### src/rtl/toggle_cover_source_pkg.sv
`default_nettype none
// ============================================================================
// Module      : toggle_cover_pkg
// Description : Shared definitions for the toggle-coverage path. Holds the
//               cover index width, the event serializer state encoding and
//               the design-wide cover point total. It is shared by the
//               producer (toggle_cover_source) and the coverage collector.
// Revision    : 1.0 - initial release
// ============================================================================
package toggle_cover_pkg;

    // Width of an absolute cover index as carried on the event stream.
    localparam int unsigned COVER_IDX_W = 64;

    // Total cover points in the design. Only used for an elaboration-time
    // range check on each source instance.
    localparam int unsigned COVER_TOTAL_DEFAULT = 8065;

    // Event serializer states.
    typedef enum logic [0:0] {
        IDLE    = 1'b0,
        PRESENT = 1'b1
    } tc_ser_state_e;

endpackage : toggle_cover_pkg
`default_nettype wire

### src/rtl/toggle_cover_source_if.sv
`default_nettype none
// ============================================================================
// Module      : toggle_cover_source_if
// Description : First-hit event stream between a toggle-coverage source and
//               the hardware coverage collector (valid/ready handshake).
//   evt_valid : event available (source -> collector)
//   evt_ready : collector accepts event (collector -> source)
//   evt_index : absolute cover index of the event (source -> collector)
//   Modports  : master = source side, slave = collector side
// Revision    : 1.0 - initial release
// ============================================================================
interface toggle_cover_source_if;
    import toggle_cover_pkg::*;

    logic                   evt_valid;
    logic                   evt_ready;
    logic [COVER_IDX_W-1:0] evt_index;

    modport master (
        output evt_valid,
        output evt_index,
        input  evt_ready
    );

    modport slave (
        input  evt_valid,
        input  evt_index,
        output evt_ready
    );

endinterface : toggle_cover_source_if
`default_nettype wire

### src/rtl/toggle_cover_source_prio_enc.sv
`default_nettype none
// ============================================================================
// Module      : toggle_cover_prio_enc
// Description : Lowest-set-bit priority encoder. Purely combinational.
//   req   [WIDTH]  : request vector
//   idx   [IDX_W]  : index of the lowest set bit of req (0 when none set)
//   any   [1]      : at least one bit of req is set
// Revision    : 1.0 - initial release
// ============================================================================
module toggle_cover_prio_enc #(
    parameter int unsigned WIDTH = 9,
    parameter int unsigned IDX_W = (WIDTH > 1) ? $clog2(WIDTH) : 1
) (
    input  wire  [WIDTH-1:0] req,
    output logic [IDX_W-1:0] idx,
    output logic             any
);

    // Scan from the top down so the last match written is the lowest index.
    always_comb begin
        idx = '0;
        any = |req;
        for (int i = int'(WIDTH) - 1; i >= 0; i--) begin
            if (req[i]) begin
                idx = IDX_W'(i);
            end
        end
    end

endmodule : toggle_cover_prio_enc
`default_nettype wire

### src/rtl/toggle_cover_source.sv
`default_nettype none
// ============================================================================
// Module      : toggle_cover_source
// Description : Producer side of the toggle-coverage path. Samples a WIDTH-bit
//               monitored signal every cycle, pulses a per-bit toggle vector,
//               keeps a sticky hit map and serializes each first-time hit as
//               an absolute cover index on a valid/ready event stream.
//
// Ports:
//   clock            : clock
//   reset            : synchronous, active-low reset
//   enable           : sampling enable (prev still tracks sig when low)
//   clear            : re-arm; wipes hit map, pending queue and valid
//   sig     [WIDTH]  : monitored signal
//   valid   [WIDTH]  : registered one-cycle toggle pulses, bit i = point
//                      COVER_INDEX+i
//   evt              : first-hit event stream (master modport)
//   covered          : registered popcount of the hit map
//
// Configuration macro:
//   TOGGLE_COVER_FIRST_ONLY_EN : when defined, valid[i] pulses only on the
//                                first toggle of bit i since reset/clear.
//                                Hit map, serializer and covered unchanged.
// Revision    : 1.0 - initial release
// ============================================================================
module toggle_cover_source
    import toggle_cover_pkg::*;
#(
    parameter int unsigned WIDTH       = 9,
    parameter int unsigned COVER_INDEX = 0,
    parameter int unsigned COVER_TOTAL = COVER_TOTAL_DEFAULT
) (
    input  wire                         clock,
    input  wire                         reset,
    input  wire                         enable,
    input  wire                         clear,
    input  wire  [WIDTH-1:0]            sig,
    output logic [WIDTH-1:0]            valid,
    toggle_cover_source_if.master       evt,
    output logic [$clog2(WIDTH+1)-1:0]  covered
);

    localparam int unsigned CNT_W = $clog2(WIDTH + 1);
    localparam int unsigned IDX_W = (WIDTH > 1) ? $clog2(WIDTH) : 1;

    // This instance's cover points must lie inside the design's index space.
    generate
        if (COVER_INDEX + WIDTH > COVER_TOTAL) begin : g_range_error
            $error("toggle_cover_source: COVER_INDEX+WIDTH exceeds COVER_TOTAL");
        end
    endgenerate

    // ------------------------------------------------------------------
    // Edge detect and hit bookkeeping
    // ------------------------------------------------------------------
    logic [WIDTH-1:0] prev;
    logic             primed;
    logic [WIDTH-1:0] hit;
    logic [WIDTH-1:0] pending;
    logic [WIDTH-1:0] tog;
    logic [WIDTH-1:0] first_tog;
    logic [WIDTH-1:0] valid_nxt;
    logic [WIDTH-1:0] pop_mask;
    logic [CNT_W-1:0] hit_count;

    // Until one sample has been taken, prev holds the reset value rather than
    // a real observation, so no toggle may be derived from it.
    assign tog       = (primed && enable) ? (sig ^ prev) : '0;
    assign first_tog = tog & ~hit;

`ifdef TOGGLE_COVER_FIRST_ONLY_EN
    assign valid_nxt = first_tog;
`else
    assign valid_nxt = tog;
`endif

    always_comb begin
        hit_count = '0;
        for (int i = 0; i < int'(WIDTH); i++) begin
            hit_count = hit_count + CNT_W'(hit[i]);
        end
    end

    // ------------------------------------------------------------------
    // Serializer: pick the lowest pending point
    // ------------------------------------------------------------------
    logic [IDX_W-1:0] low_idx;
    logic             any_pending;

    toggle_cover_prio_enc #(
        .WIDTH (WIDTH),
        .IDX_W (IDX_W)
    ) u_prio_enc (
        .req (pending),
        .idx (low_idx),
        .any (any_pending)
    );

    tc_ser_state_e          state;
    tc_ser_state_e          state_nxt;
    logic [IDX_W-1:0]       cur_idx;
    logic [COVER_IDX_W-1:0] index_q;
    logic                   latch;
    logic                   pop;

    // State register; the presented index is latched on entry to PRESENT so
    // it stays stable regardless of later pending activity.
    always_ff @(posedge clock) begin
        if (!reset) begin
            state   <= IDLE;
            cur_idx <= '0;
            index_q <= '0;
        end else begin
            state <= state_nxt;
            if (latch) begin
                cur_idx <= low_idx;
                index_q <= COVER_IDX_W'(COVER_INDEX) + COVER_IDX_W'(low_idx);
            end
        end
    end

    // Next-state logic. clear abandons an unaccepted event outright.
    always_comb begin
        state_nxt = state;
        latch     = 1'b0;
        pop       = 1'b0;
        if (clear) begin
            state_nxt = IDLE;
        end else begin
            case (state)
                IDLE: begin
                    if (any_pending) begin
                        state_nxt = PRESENT;
                        latch     = 1'b1;
                    end
                end
                PRESENT: begin
                    if (evt.evt_ready) begin
                        state_nxt = IDLE;
                        pop       = 1'b1;
                    end
                end
                default: state_nxt = IDLE;
            endcase
        end
    end

    // Outputs
    always_comb begin
        evt.evt_valid = (state == PRESENT);
        evt.evt_index = index_q;
    end

    // The popped bit is already in hit, so first_tog can never re-set it in
    // the same cycle; a new bit and a pop of another bit both take effect.
    assign pop_mask = pop ? (WIDTH'(1) << cur_idx) : '0;

    always_ff @(posedge clock) begin
        if (!reset) begin
            prev    <= '0;
            primed  <= 1'b0;
            hit     <= '0;
            pending <= '0;
            valid   <= '0;
            covered <= '0;
        end else begin
            prev   <= sig;
            primed <= 1'b1;
            if (clear) begin
                // Toggles seen in the clear cycle are dropped.
                hit     <= '0;
                pending <= '0;
                valid   <= '0;
                covered <= '0;
            end else begin
                hit     <= hit | tog;
                pending <= (pending | first_tog) & ~pop_mask;
                valid   <= valid_nxt;
                covered <= hit_count;
            end
        end
    end

endmodule : toggle_cover_source
`default_nettype wire

### src/flat_wrapper.sv
// flat-port wrapper written by rule: the top's interface ports become plain ports
module toggle_cover_source_flat import toggle_cover_pkg::*;
#(
    parameter int unsigned WIDTH       = 9,
    parameter int unsigned COVER_INDEX = 0,
    parameter int unsigned COVER_TOTAL = COVER_TOTAL_DEFAULT
)
  (clock, reset, enable, clear, sig, valid, covered, evt_evt_valid, evt_evt_index, evt_evt_ready);
  toggle_cover_source_if evt_i ();
  input  wire clock;
  input  wire reset;
  input  wire enable;
  input  wire clear;
  input  wire  [WIDTH-1:0] sig;
  output logic [WIDTH-1:0] valid;
  output logic [$clog2(WIDTH+1)-1:0] covered;
  output wire logic [$bits(evt_i.evt_valid)-1:0] evt_evt_valid;
  output wire logic [$bits(evt_i.evt_index)-1:0] evt_evt_index;
  input wire logic [$bits(evt_i.evt_ready)-1:0] evt_evt_ready;
  assign evt_evt_valid = evt_i.evt_valid;
  assign evt_evt_index = evt_i.evt_index;
  assign evt_i.evt_ready = evt_evt_ready;
  toggle_cover_source #(.WIDTH(WIDTH), .COVER_INDEX(COVER_INDEX), .COVER_TOTAL(COVER_TOTAL)) u_core (.clock(clock), .reset(reset), .enable(enable), .clear(clear), .sig(sig), .valid(valid), .evt(evt_i), .covered(covered));
endmodule
### config.mk
export PLATFORM = sky130hd
export DESIGN_NAME = toggle_cover_source_flat
export DESIGN_NICKNAME = d
export VERILOG_FILES = /design/src/rtl/toggle_cover_source_pkg.sv /design/src/rtl/toggle_cover_source_if.sv /design/src/rtl/toggle_cover_source_prio_enc.sv /design/src/rtl/toggle_cover_source.sv /design/src/flat_wrapper.sv
export SDC_FILE = /design/constraint.sdc
export NUM_CORES = 1
export LEC_CHECK = 0
export CORE_UTILIZATION = 35
export CTS_CLUSTER_SIZE = 24
export DETAILED_ROUTE_END_ITERATION = 12
export GPL_TIMING_DRIVEN = 0
export PLACE_DENSITY_LB_ADDON = 0.25
export SLEW_MARGIN = 20
export SYNTH_ARGS = -nofsm -noshare
export SYNTH_HDL_FRONTEND = slang
export SYNTH_SLANG_ARGS = --single-unit
### constraint.sdc
create_clock -name clock -period 7.1 [get_ports clock]
set_input_delay 2.13 -clock clock [delete_from_list [all_inputs] [get_ports clock]]
set_output_delay 2.13 -clock clock [all_outputs]
set_load 0.03 [all_outputs]
==> run metrics <==
Seq/Total Area, Yosys 39.9%; Avg WL per Cell slightly below 10 um; Final Wtd Congestion 0.847; Total Routed Length 4.24 mm; fillers 632; num rows 29; Net Switching 0.167 mW; Cell Chain, Critical Path clkdlybuf4s50_1; total CTS buffers 5; core area 0.00635 sq mm; Tmin final approximately 3.7 ns; CTS tree done; Starting Density 36.3%; layout cells sized above 1 20.5%; sequential power share 48.6%; antenna cells 0; CP Buf/Inv Count 1; Slew headroom 58.6%; drt first pass iters 4; status finished, final reports clean; Mean Syn Cell Area 8.77 sq um; Nets just under 400; Netlist cell types 35; Post-CTS Resized 0; Comb power frac 22.4%; Slew @ Worst Pin 0.615 ns; clk root buf clkbuf_8; largest net degree at the start of global routing 14; CP max FO 8; Top FF cell, synth dfxtp_1; CP endpoint kind output pin; initial antenna violation count 0; DR vias/cell between 3 and 4; Clock H-tree levels 2; TNS Setup 0 ns; GRT Resource Usage Total approximately an eighth; via count 1715; hold_ws roughly 0.47 ns; Overflow after GRT 0; vias in the first global route 1413; Hold WC Path Type register to register; Syn Inst Count 263; Sw Ratio 29.8%; Arrival @ worst endpoint around 1.5 ns; Die X ~83 um; Final HPWL DP 3.37 mm; Pins Over Slew Limit 0; postcts setup bufs 0; final number of setup-violating endpoints 0; RSZ-0062 raised after global routing no; clk sinks 46; global-route wire length before repair 6.69 mm; Async SR Flop Fraction 0%; hold_buf cts 0; antenna-violating nets left 0; Worst-Skew Late Latency 0.29 ns; CTS Buffer Depth 2; crit path launch type register; mapped cell area 0.00231 sq mm; Largest stage delay, worst path 0.74 ns; CP delay by family, top buffers and inverters; Final Hold Fails 0; cell-internal power 0.394 mW; I/O pin cnt 92; number of DRC markers in iteration 0 50; area grow syn2layout 31.2%; Residual DRC 0; Pwr Density between 150 and 200 mW/mm^2; Die Y 83.2 um; maximum capacitance violations 0; Clock Pin Slew Worst Setup and Hold Paths approximately 0.08 ns; worst vdd ir about 0.11 mV; Max Freq 273 MHz; #FFs+latches synth 46; Required @ worst endpoint 4.97 ns; CP max stage cell clkdlybuf4s50_1; post-route clock period utilization 51.5%; Worst Setup Path Type register to output pin; Port Buf Inserts 31; Clock Power Share slightly below 30%; P_leak 1.41 nW; Post-synth EDFFs 0; Syn. warnings 0; Clock Skews 0.00387 ns; Die Footprint 0.00692 sq mm
-- flip-flops by register name, indices dropped and copies added (netlist names) --
name / cells
u_core.hit: 9
u_core.pending: 9
u_core.prev: 9
u_core.valid: 9
u_core.covered: 4
u_core.evt.evt_index: 4
u_core.evt.evt_valid: 1
u_core.primed: 1
-- per-layer routing --
layer	GRT usage, %	up-vias	wire (um)
li1	-	917	-
met1	15.3	729	1960
met2	20.0	64	1970
met3	2.98	5	252
met4	4.39	0	51
met5	0	-	0
-- tightest hold or removal path: stages, from the launching register on --
cell and delay [ns]:
dfxtp_1 0.33, nor2_1 0.05, nor2_1 0.06
-- Yosys cell counts, types with 4 or more instances --
master / n / share of area (%)
ha_1: 6 / 3.3
clkbuf_1: 4 / 0.65
and2_1: 9 / 2.4
buf_4: 60 / 20
nor3_1: 13 / 2.8
dfxtp_1: 46 / 40
fa_1: 5 / 4.3
a21oi_1: 10 / 2.2
inv_1: 18 / 2.9
xnor2_1: 9 / 3.4
nand2_1: 4 / 0.65
nor2_1: 49 / 8.0
-- logic make-up after synthesis --
group / count (synthesis) / share of synthesized area (%)
adders and majority gates: 11 / 7.59
DFF: 46 / 39.9
AOI/OAI and AO/OA: 20 / 6.02
buffers and inverters: 83 / 23.3
other: 1 / 0.163
xor gates and xnor gates: 10 / 3.80
and+or+nand+nor: 92 / 19.2
-- power by group through the flow --
stage | clock (mW) | sequential, mW | combinational (mW)
final | 0.163 | 0.273 | 0.126
after global placement | 0 | 0.279 | 0.125
after global routing | 0.180 | 0.274 | 0.136
after floorplan | 0 | 0.283 | 0.0978
after CTS | 0.170 | 0.273 | 0.125
after detailed placement | 0 | 0.279 | 0.125
-- per-stage QoR --
| stage | setup slack, ns | std cells | util (%) | power (mW) | area (sq um) |
|---|---|---|---|---|---|
| 6_report | 3.44 | 438 | 47.7 | 0.561 | 3030 |
| 5_1_grt | 3.39 | 438 | 47.7 | 0.590 | 3030 |
| 4_1_cts | 3.42 | 438 | 47.7 | 0.568 | 3030 |
| 3_5_place_dp | 3.38 | 430 | 46.2 | 0.404 | 2940 |
| 3_3_place_gp | 3.39 | 430 | 46.2 | 0.403 | 2940 |
| 2_1_floorplan | 4.09 | 322 | - | 0.381 | 2530 |
-- cell usage in the layout, fill, tap and decap left out, types with 2 or more instances in the layout --
cell type,synthesis,routed
nand3_1,3,3
ha_1,6,6
nor3b_1,2,2
a21oi_1,10,10
clkdlybuf4s50_1,0,31
nand2_1,4,4
clkbuf_1,4,5
conb_1,1,60
and2_1,9,9
xnor2_1,9,9
fa_1,5,5
nor4_1,3,3
buf_4,60,60
nor3_1,13,13
inv_1,18,18
dfxtp_1,46,46
nand2b_1,2,2
nor2_1,49,49
clkbuf_8,0,6
nand4b_1,2,2
-- area by class of cell --
type                       instances  area, sq um  share of cell area, %
multi-input combinational        193         1070                   35.3
sequential                        46          921                   30.4
buffer                            65          470                   15.5
timing repair buffer              31          310                   10.3
tap                               77         96.3                   3.18
clock buffer                       7         86.3                   2.85
inverter                          18         67.6                   2.23
clock inverter                     1         5.00                  0.165
-- worst paths after layout --
path / from / cells past startpoint / slack (ns) / to
worst max-delay path: u_core.evt.evt_index[2] / 1 / 3.44 / evt_evt_index[2]
worst min-delay path: u_core.hit[6] / 2 / 0.47 / u_core.hit[6]
worst max register to register: u_core.hit[0] / 11 / 4.11 / u_core.covered[2]
worst min register to register: u_core.hit[6] / 2 / 0.47 / u_core.hit[6]
No activity file was read; power rests on OpenSTA's default activity.
